<file path="src/rtl/controlador_instrucao_if.sv">
// Bus between the instruction controller and its surroundings: raw buttons,
// the switch instruction word, and everything driven toward the register bank
// and ALU. The controller owns the slave modport.
//
// Strobe protocol: there is no ready path. banco_rw and erro are one-cycle
// pulses that the consumer must sample on the clock edge where they are high.
// busy is high for the whole execute sequence, and estado exposes the FSM state
// for debug.
interface controlador_instrucao_if;
    logic        key_exec_n;
    logic        key_read_n;
    logic [15:0] instr;
    logic [3:0]  codop;
    logic [4:0]  end_reg_a;
    logic [4:0]  end_reg_b;
    logic [4:0]  end_reg_c;
    logic [15:0] imediato;
    logic        flag_imediato;
    logic        banco_rw;
    logic        busy;
    logic        erro;
    logic [7:0]  num_instr;
    logic [1:0]  estado;

    modport slave (
        input  key_exec_n, key_read_n, instr,
        output codop, end_reg_a, end_reg_b, end_reg_c, imediato,
               flag_imediato, banco_rw, busy, erro, num_instr, estado
    );

    modport master (
        output key_exec_n, key_read_n, instr,
        input  codop, end_reg_a, end_reg_b, end_reg_c, imediato,
               flag_imediato, banco_rw, busy, erro, num_instr, estado
    );
endinterface

</file>
<file path="src/rtl/controlador_instrucao.sv">
// Issue/decode stage: debounces the execute/read buttons, decodes the switch
// instruction word and sequences a single bank write once the ALU result is
// valid.
module controlador_instrucao #(
    parameter int DEBOUNCE_CYCLES = 16,
    parameter int ALU_LATENCY     = 1
) (
    input  logic clk,
    input  logic rst_n,
    controlador_instrucao_if.slave bus
);

    localparam int CW = $clog2(DEBOUNCE_CYCLES + 1);

    localparam logic [1:0] ST_IDLE   = 2'd0;
    localparam logic [1:0] ST_DECODE = 2'd1;
    localparam logic [1:0] ST_EXEC   = 2'd2;
    localparam logic [1:0] ST_WRITE  = 2'd3;

    // Index 0 is the execute key, index 1 the read key.
    logic [1:0]    sync1, sync2;
    logic [1:0]    acc, acc_d;
    logic [CW-1:0] deb_cnt [2];
    logic [1:0]    cmd;
    logic          cmd_exec, cmd_read;

    logic [1:0]  state;
    logic [2:0]  wait_cnt;
    logic [3:0]  codop_q;
    logic [4:0]  reg_a_q, reg_b_q, reg_c_q;
    logic [15:0] imm_q;
    logic        flag_q;
    logic        erro_q;
    logic [7:0]  num_q;

    logic [3:0]  op_in;
    logic        op_legal, op_itype;

    // Two-flop synchronizers for the asynchronous button inputs.
    always_ff @(posedge clk or negedge rst_n) begin
        if (!rst_n) begin
            sync1 <= 2'b11;
            sync2 <= 2'b11;
        end else begin
            sync1 <= {bus.key_read_n, bus.key_exec_n};
            sync2 <= sync1;
        end
    end

    // Debouncer: accept a new level only after DEBOUNCE_CYCLES consecutive
    // differing samples; any sample equal to the accepted level restarts it.
    always_ff @(posedge clk or negedge rst_n) begin
        if (!rst_n) begin
            acc   <= 2'b11;
            acc_d <= 2'b11;
            for (int k = 0; k < 2; k++) deb_cnt[k] <= '0;
        end else begin
            acc_d <= acc;
            for (int k = 0; k < 2; k++) begin
                if (sync2[k] == acc[k]) begin
                    deb_cnt[k] <= '0;
                end else if (deb_cnt[k] == CW'(DEBOUNCE_CYCLES - 1)) begin
                    acc[k]     <= sync2[k];
                    deb_cnt[k] <= '0;
                end else begin
                    deb_cnt[k] <= deb_cnt[k] + CW'(1);
                end
            end
        end
    end

    // One-cycle command on each falling edge of the accepted (active-low) level.
    assign cmd      = acc_d & ~acc;
    assign cmd_exec = cmd[0];
    assign cmd_read = cmd[1];

    assign op_in    = bus.instr[15:12];
    assign op_legal = (op_in <= 4'd10);
    assign op_itype = (op_in >= 4'd6);

    // Main sequencer. Fields are captured on the edge that enters DECODE so
    // they are already valid during the DECODE cycle; an illegal opcode only
    // raises erro and returns to IDLE without touching the fields.
    always_ff @(posedge clk or negedge rst_n) begin
        if (!rst_n) begin
            state    <= ST_IDLE;
            wait_cnt <= '0;
            codop_q  <= '0;
            reg_a_q  <= '0;
            reg_b_q  <= '0;
            reg_c_q  <= '0;
            imm_q    <= '0;
            flag_q   <= 1'b0;
            erro_q   <= 1'b0;
            num_q    <= '0;
        end else begin
            erro_q <= 1'b0;
            case (state)
                ST_IDLE: begin
                    if (cmd_exec) begin
                        state <= ST_DECODE;
                        if (!op_legal) begin
                            erro_q <= 1'b1;
                        end else if (op_itype) begin
                            codop_q <= op_in;
                            reg_c_q <= {1'b0, bus.instr[11:8]};
                            imm_q   <= {12'd0, bus.instr[7:4]};
                            reg_b_q <= {1'b0, bus.instr[3:0]};
                            reg_a_q <= '0;
                            flag_q  <= 1'b1;
                        end else begin
                            codop_q <= op_in;
                            reg_c_q <= {1'b0, bus.instr[11:8]};
                            reg_a_q <= {1'b0, bus.instr[7:4]};
                            reg_b_q <= {1'b0, bus.instr[3:0]};
                            flag_q  <= 1'b0;
                        end
                    end else if (cmd_read) begin
                        // Display read: point both read ports at the switch fields.
                        reg_a_q <= {1'b0, bus.instr[11:8]};
                        reg_b_q <= {1'b0, bus.instr[7:4]};
                        flag_q  <= 1'b0;
                    end
                end
                ST_DECODE: begin
                    // erro is still high here exactly when the opcode was illegal.
                    if (erro_q) begin
                        state <= ST_IDLE;
                    end else begin
                        state    <= ST_EXEC;
                        wait_cnt <= 3'(ALU_LATENCY);
                    end
                end
                ST_EXEC: begin
                    // Stay ALU_LATENCY cycles, leaving as the count reaches zero.
                    wait_cnt <= wait_cnt - 3'd1;
                    if (wait_cnt == 3'd1) state <= ST_WRITE;
                end
                ST_WRITE: begin
                    num_q <= num_q + 8'd1;
                    state <= ST_IDLE;
                end
                default: state <= ST_IDLE;
            endcase
        end
    end

    assign bus.codop         = codop_q;
    assign bus.end_reg_a     = reg_a_q;
    assign bus.end_reg_b     = reg_b_q;
    assign bus.end_reg_c     = reg_c_q;
    assign bus.imediato      = imm_q;
    assign bus.flag_imediato = flag_q;
    assign bus.banco_rw      = (state == ST_WRITE);
    assign bus.busy          = (state != ST_IDLE);
    assign bus.erro          = erro_q;
    assign bus.num_instr     = num_q;
    assign bus.estado        = state;

endmodule
</file>
<file path="src/flat_wrapper.sv">
// flat-port wrapper written by rule: the top's interface ports become plain ports
module controlador_instrucao_flat 
#(
    parameter int DEBOUNCE_CYCLES = 16,
    parameter int ALU_LATENCY     = 1
)
  (clk, rst_n, bus_key_exec_n, bus_key_read_n, bus_instr, bus_codop, bus_end_reg_a, bus_end_reg_b, bus_end_reg_c, bus_imediato, bus_flag_imediato, bus_banco_rw, bus_busy, bus_erro, bus_num_instr, bus_estado);
  controlador_instrucao_if bus_i ();
  input  logic clk;
  input  logic rst_n;
  input wire logic [$bits(bus_i.key_exec_n)-1:0] bus_key_exec_n;
  input wire logic [$bits(bus_i.key_read_n)-1:0] bus_key_read_n;
  input wire logic [$bits(bus_i.instr)-1:0] bus_instr;
  output wire logic [$bits(bus_i.codop)-1:0] bus_codop;
  output wire logic [$bits(bus_i.end_reg_a)-1:0] bus_end_reg_a;
  output wire logic [$bits(bus_i.end_reg_b)-1:0] bus_end_reg_b;
  output wire logic [$bits(bus_i.end_reg_c)-1:0] bus_end_reg_c;
  output wire logic [$bits(bus_i.imediato)-1:0] bus_imediato;
  output wire logic [$bits(bus_i.flag_imediato)-1:0] bus_flag_imediato;
  output wire logic [$bits(bus_i.banco_rw)-1:0] bus_banco_rw;
  output wire logic [$bits(bus_i.busy)-1:0] bus_busy;
  output wire logic [$bits(bus_i.erro)-1:0] bus_erro;
  output wire logic [$bits(bus_i.num_instr)-1:0] bus_num_instr;
  output wire logic [$bits(bus_i.estado)-1:0] bus_estado;
  assign bus_i.key_exec_n = bus_key_exec_n;
  assign bus_i.key_read_n = bus_key_read_n;
  assign bus_i.instr = bus_instr;
  assign bus_codop = bus_i.codop;
  assign bus_end_reg_a = bus_i.end_reg_a;
  assign bus_end_reg_b = bus_i.end_reg_b;
  assign bus_end_reg_c = bus_i.end_reg_c;
  assign bus_imediato = bus_i.imediato;
  assign bus_flag_imediato = bus_i.flag_imediato;
  assign bus_banco_rw = bus_i.banco_rw;
  assign bus_busy = bus_i.busy;
  assign bus_erro = bus_i.erro;
  assign bus_num_instr = bus_i.num_instr;
  assign bus_estado = bus_i.estado;
  controlador_instrucao #(.DEBOUNCE_CYCLES(DEBOUNCE_CYCLES), .ALU_LATENCY(ALU_LATENCY)) u_core (.clk(clk), .rst_n(rst_n), .bus(bus_i));
endmodule
</file>
<file path="config.mk">
export PLATFORM = sky130hd
export DESIGN_NAME = controlador_instrucao_flat
export DESIGN_NICKNAME = d
export VERILOG_FILES = /design/src/rtl/controlador_instrucao_if.sv /design/src/rtl/controlador_instrucao.sv /design/src/flat_wrapper.sv
export SDC_FILE = /design/constraint.sdc
export NUM_CORES = 1
export LEC_CHECK = 0
export ABC_AREA = 1
export BUFFER_PORTS_ARGS = -buffer_cell sky130_fd_sc_hd__buf_2
export CAP_MARGIN = 5
export CORE_UTILIZATION = 46
export CTS_BUF_LIST = sky130_fd_sc_hd__clkbuf_2
export DETAILED_ROUTE_END_ITERATION = 7
export PLACE_DENSITY_LB_ADDON = 0.2
export REMOVE_ABC_BUFFERS = 1
export SKIP_CTS_REPAIR_TIMING = 1
export SLEW_MARGIN = 30
export SYNTH_ARGS = -nofsm -noshare
export SYNTH_HDL_FRONTEND = slang
export SYNTH_SLANG_ARGS = --single-unit
</file>
<file path="constraint.sdc">
create_clock -name clk -period 2.6 [get_ports clk]
set_input_delay 0 -clock clk [delete_from_list [all_inputs] [get_ports clk]]
set_output_delay 0 -clock clk [all_outputs]
set_load 0.005 [all_outputs]
</file>
## Word level (Yosys, flattened, before mapping)

Index checks and enable logic that the tools add are counted.

- Register bits: 55
- Bits of input ports: 20
- Logic and storage cells: 74

- Add/subtract/negate cells: 4
- Magnitude comparators: 2
- Equality and inequality tests: 12
- Muxes and demuxes: 24
- Bitwise operators: 4
- Reduce and logical (&&, ||, !) cells: 11

Operators with widths:

| kind | count |
|---|---|
| $mux W5 | 10 |
| $add A5 B1 Y5 const B | 2 |
| $eq A5 B4 Y1 const B | 2 |
| $add A8 B1 Y8 const B | 1 |
| $pmux W2 S4 | 1 |
| $reduce_and A2 Y1 | 4 |
| $mux W1 | 7 |
| $mux W2 | 3 |
| $pmux W3 S2 | 1 |
| $reduce_and A3 Y1 | 2 |
| $reduce_bool A2 Y1 | 3 |
| $eq A2 B2 Y1 const B | 2 |
| $ge A4 B3 Y1 const B | 1 |
| $le A4 B4 Y1 const B | 1 |
| $mux W4 | 1 |
| $ne A2 B1 Y1 const B | 2 |
| $ne A2 B2 Y1 const B | 2 |
| $reduce_and A4 Y1 | 1 |
| $eq A3 B1 Y1 const B | 1 |
| $mux W3 | 1 |
| $sub A3 B1 Y3 const B | 1 |
| $and A2 B2 Y2 | 1 |
| $eq A1 B1 Y1 | 2 |
| $eq A2 B1 Y1 const B | 1 |
| other kinds (3) | 4 |

## Depth between registers and ports, before layout

- Depth in word-level cells: 4
- Gate-level depth with buffers: 8
- Gate-level depth less buffers: 7

## Worst setup path before layout

No wires, ideal clock.

- Path type: register to register
- From: reg u_core.acc[0]
- To: reg u_core.reg_a_q[0], in the netlist u_core.bus.end_reg_a[0]
- Arrival time: 1.155 ns
- Data required time: 2.483 ns
- Slack: 1.329 ns
- Cell stages (with the launch flop): 9
- Path buffers: 1
- Cells stage by stage: dfstp_2 -> inv_2 -> nand2_4 -> nor2_8 -> nand2_4 -> buf_6 -> nand2_8 -> nand2_2 -> nand2_1

- Longest elaborated chain between the ends: 4
- Elaborated cells on any way between the ends: 6
- Classes of those cells: eq/ne: 1; mux: 1; bitwise: 2; reduce/logical: 2

RTL lines:

| item | line | source |
|---|---|---|
| from (decl) | controlador_instrucao.sv:22 | `logic [1:0] acc, acc_d;` |
| from (signal, indexed assignment) | controlador_instrucao.sv:63 | `acc[k] <= sync2[k];` |
| $not A2 Y2 (*) | controlador_instrucao.sv:73 | `assign cmd = acc_d & ~acc;` |
| $and A2 B2 Y2 (*) | controlador_instrucao.sv:73 |  |
| $ne A2 B2 Y1 (no source line) / $reduce_bool A2 Y1 (equally long branches) | -- |  |
| $reduce_and A3 Y1 (no source line) | -- |  |
| to (signal assigned) | controlador_instrucao.sv:114 | `reg_a_q <= {1'b0, bus.instr[7:4]};` |
| to (signal assigned) | controlador_instrucao.sv:120 | `reg_a_q <= {1'b0, bus.instr[11:8]};` |
| to (decl) | controlador_instrucao.sv:30 | `logic [4:0] reg_a_q, reg_b_q, reg_c_q;` |

Mark *: on every way between the ends. The rest lies on a longest branch, timed or not.
A chain may end at the register's enable or synchronous reset.

==> flow_metrics.env <==
export IMPL_finalCriticalPeriod_ps=1527
export IMPL_die_area_mm2=0.005714
export IMPL_first_iter_violations=71
export IMPL_dr_pass1_iters=4
export IMPL_fp_dieH_um=75.59
export IMPL_ys_ff_latch=53
export IMPL_rows=26
export IMPL_tritoncts="built"
export IMPL_m1WireLength_mm=2.236
export IMPL_path_max_fanout=19
export IMPL_synth_main_ff_cell="dfrtp_1"
export IMPL_die_w_um=75.59
export IMPL_setup_tns_ps=0
export IMPL_hold_violations=0
export IMPL_slowest_delay_ps=770
export IMPL_clk_pin_slew_ps=270
export IMPL_synth_area_mux_share=0
export IMPL_numCtsBuffers=5
export IMPL_async_reset_ff_frac=1.000
export IMPL_postSynthCellCount=275
export IMPL_ctsRootBufferMaster="clkbuf_2"
export IMPL_final_util=0.5856
export IMPL_route_met2_wl_mm=2.280
export IMPL_synth_area_per_cell_um2=9.059
export IMPL_place_ws_ps=1157
export IMPL_io_pins=69
export IMPL_hold_class="input port to flip-flop"
export IMPL_max_cap_viol_count=0
export IMPL_yosysUniqueCellTypes=27
export IMPL_required_ps=3300
export IMPL_drc=0
export IMPL_clk_latency_ps=450
export IMPL_diodes=0
export IMPL_synthSimpleGateAreaFrac=0.2838
export IMPL_overflow=0
export IMPL_ctsHtreeMaxLevel=2
export IMPL_grt_max_degree=24
export IMPL_antenna_left=0
export IMPL_routed_wirelength_mm=4.848
export IMPL_irDropWorstVdd_v=0.0002618
export IMPL_synth_xor_area_frac=0.03164
export IMPL_place_inst=395
export IMPL_cpMostUsedCell="dlygate4sd3_1"
export IMPL_power_leakage_nw=1.675
export IMPL_gp_congestion=0.8291
export IMPL_layout_drive_gt1_share=0.2486
export IMPL_rsz0062_at_grt="no"
export IMPL_num_nets_final=378
export IMPL_place_hpwl_mm=3.545
export IMPL_synth_enable_flop_cells=0
export IMPL_area_growth_pct=21.60
export IMPL_top_layer_used="met4"
export IMPL_end_kind="asynchronous set/reset pin"
export IMPL_crit_chain="dlygate4sd3_1 > dlygate4sd3_1 > buf_2 > dlygate4sd3_1"
export IMPL_start_util=0.4816
export IMPL_cp_slowest_cell="dlygate4sd3_1"
export IMPL_crit_type="input port to asynchronous set/reset pin"
export IMPL_clock_fmax_ghz=0.6550
export IMPL_synth_top_family_by_area="simple AND/OR/NAND/NOR gates"
export IMPL_synthAdderAreaFrac=0.02511
export IMPL_io_buffer_count=53
export IMPL_antenna_found_initial=0
export IMPL_final_cells=424
export IMPL_grt_pass1_vias=1750
export IMPL_slew_violations=0
export IMPL_finalSetupViolCount=0
export IMPL_cp_arrival_ps=2220
export IMPL_finClkSkew_ps=13.11
export IMPL_syn_area_mm2=0.002491
export IMPL_setup_slack_ps=1073
export IMPL_timing_critical_path_buf_inv=4
export IMPL_cts_sinks=53
export IMPL_critical_path_top_delay_family="buffers and inverters"
export IMPL_seq_area_frac_synth=0.5364
export IMPL_startpoint_type="input port"
export IMPL_avgRoutedWirePerCell_um=11.43
export IMPL_grt_pass1_wl_mm=7.700
export IMPL_outcome="complete, no violations"
export IMPL_p_per_area_mw_per_mm2=473.9
export IMPL_synth_compound_area_frac=0.02511
export IMPL_core_area_mm2=0.005172
export IMPL_grt_use_total=0.1814
export IMPL_routed_wl_met3_um=251
export IMPL_clk_path_buf_depth=2
export IMPL_via_count=1956
export IMPL_yosysWarnings=0
export IMPL_period_share=0.5872
export IMPL_vias_per_cell=4.613
[synth_stat cells, drive strengths merged, types with 4 or more instances]
master | number | share of area
buf | 18 | 0.056
dfrtp | 45 | 0.45
dfstp | 8 | 0.084
ha | 5 | 0.025
inv | 26 | 0.039
nand2 | 92 | 0.16
nand3 | 23 | 0.046
nand4 | 6 | 0.015
nor2 | 23 | 0.044
o21ai | 9 | 0.018
xnor2 | 4 | 0.014
xor2 | 5 | 0.018
[per-stage QoR]
stage               cell area, um2  hold WS (ps)  power (mW)
finish                        3029         147.7       1.436
global route                  3029         60.69       1.524
CTS                           2819        -564.1       1.437
detailed placement            2769        0.9605       1.083
global placement              2769        -4.015       1.074
floorplan                     2401        -295.6       1.005
[worst paths after layout]
path	slack (ps)	from	end	depth (start not counted)
min reg2reg	380	u_core.sync1[0]	u_core.sync2[0]	0
min	150	bus_key_exec_n	u_core.sync1[0]	2
max	1070	rst_n	u_core.wait_cnt[0]	4
min in group asynchronous	520	rst_n	u_core.bus.num_instr[4]	3
max reg2reg	1120	u_core.acc[0]	u_core.bus.end_reg_a[2]	7
max in group clk	1120	u_core.acc[0]	u_core.bus.end_reg_a[2]	7
[flip-flops by register name (all words and copies together), names as in the netlist, 2 cells and up, named ones only]
name / count
u_core.acc_d: 2
u_core.bus.end_reg_c: 4
u_core.wait_cnt: 3
u_core.bus.end_reg_a: 4
u_core.bus.codop: 4
u_core.sync1: 2
u_core.acc: 2
u_core.deb_cnt: 10
u_core.sync2: 2
u_core.bus.imediato: 4
u_core.bus.num_instr: 8
u_core.bus.end_reg_b: 4
[where the power goes]
part / switching, mW / internal (mW)
Sequential: 0.0219 / 0.865
Combinational: 0.115 / 0.0884
Clock: 0.271 / 0.0737
Total: 0.408 / 1.03
[worst reg2reg max path, cell delays in order, from the launching register on]
cell,delay [ps]
dfstp_2,660
inv_2,70
nand2_4,130
nor2_8,90
nand2_4,220
nand2_8,130
nand2_2,70
nand2_1,50
[cell families (layout without fill, tap and decap cells)]
family / Yosys count / after routing
and+or+nand+nor: 150 / 150
DFF: 53 / 53
buffers and inverters: 45 / 110
AOI/OAI and AO/OA: 12 / 12
xor gates and xnor gates: 9 / 9
adders and majority gates: 5 / 5
other: 1 / 15
[layer usage]
layer  up-vias  track usage
met5         -            0
met2        56       0.2887
met4         0      0.06584
met1       907       0.2362
met3         9      0.05423
li1        984            -
[layout make-up]
| cell class | count | area, um2 |
|---|---|---|
| tap | 70 | 87.58 |
| inverter | 26 | 97.59 |
| clock buffer | 5 | 25.02 |
| sequential | 53 | 1336 |
| multi-input combinational | 191 | 967.2 |
| clock inverter | 3 | 25.02 |
| timing repair buffer | 76 | 490.5 |
| fill | 481 | 2143 |
[layout by cell type, fill, tap and decap left out, types with 7 or more instances in the layout]
master          n
nand2_1        79
buf_2          53
dfrtp_1        45
inv_1          24
nand3_1        23
nor2_1         21
dlygate4sd3_1  21
conb_1         15
nand2_2         9
dfstp_2         8
o21ai_0         7
(Power assumes the default switching activity.)
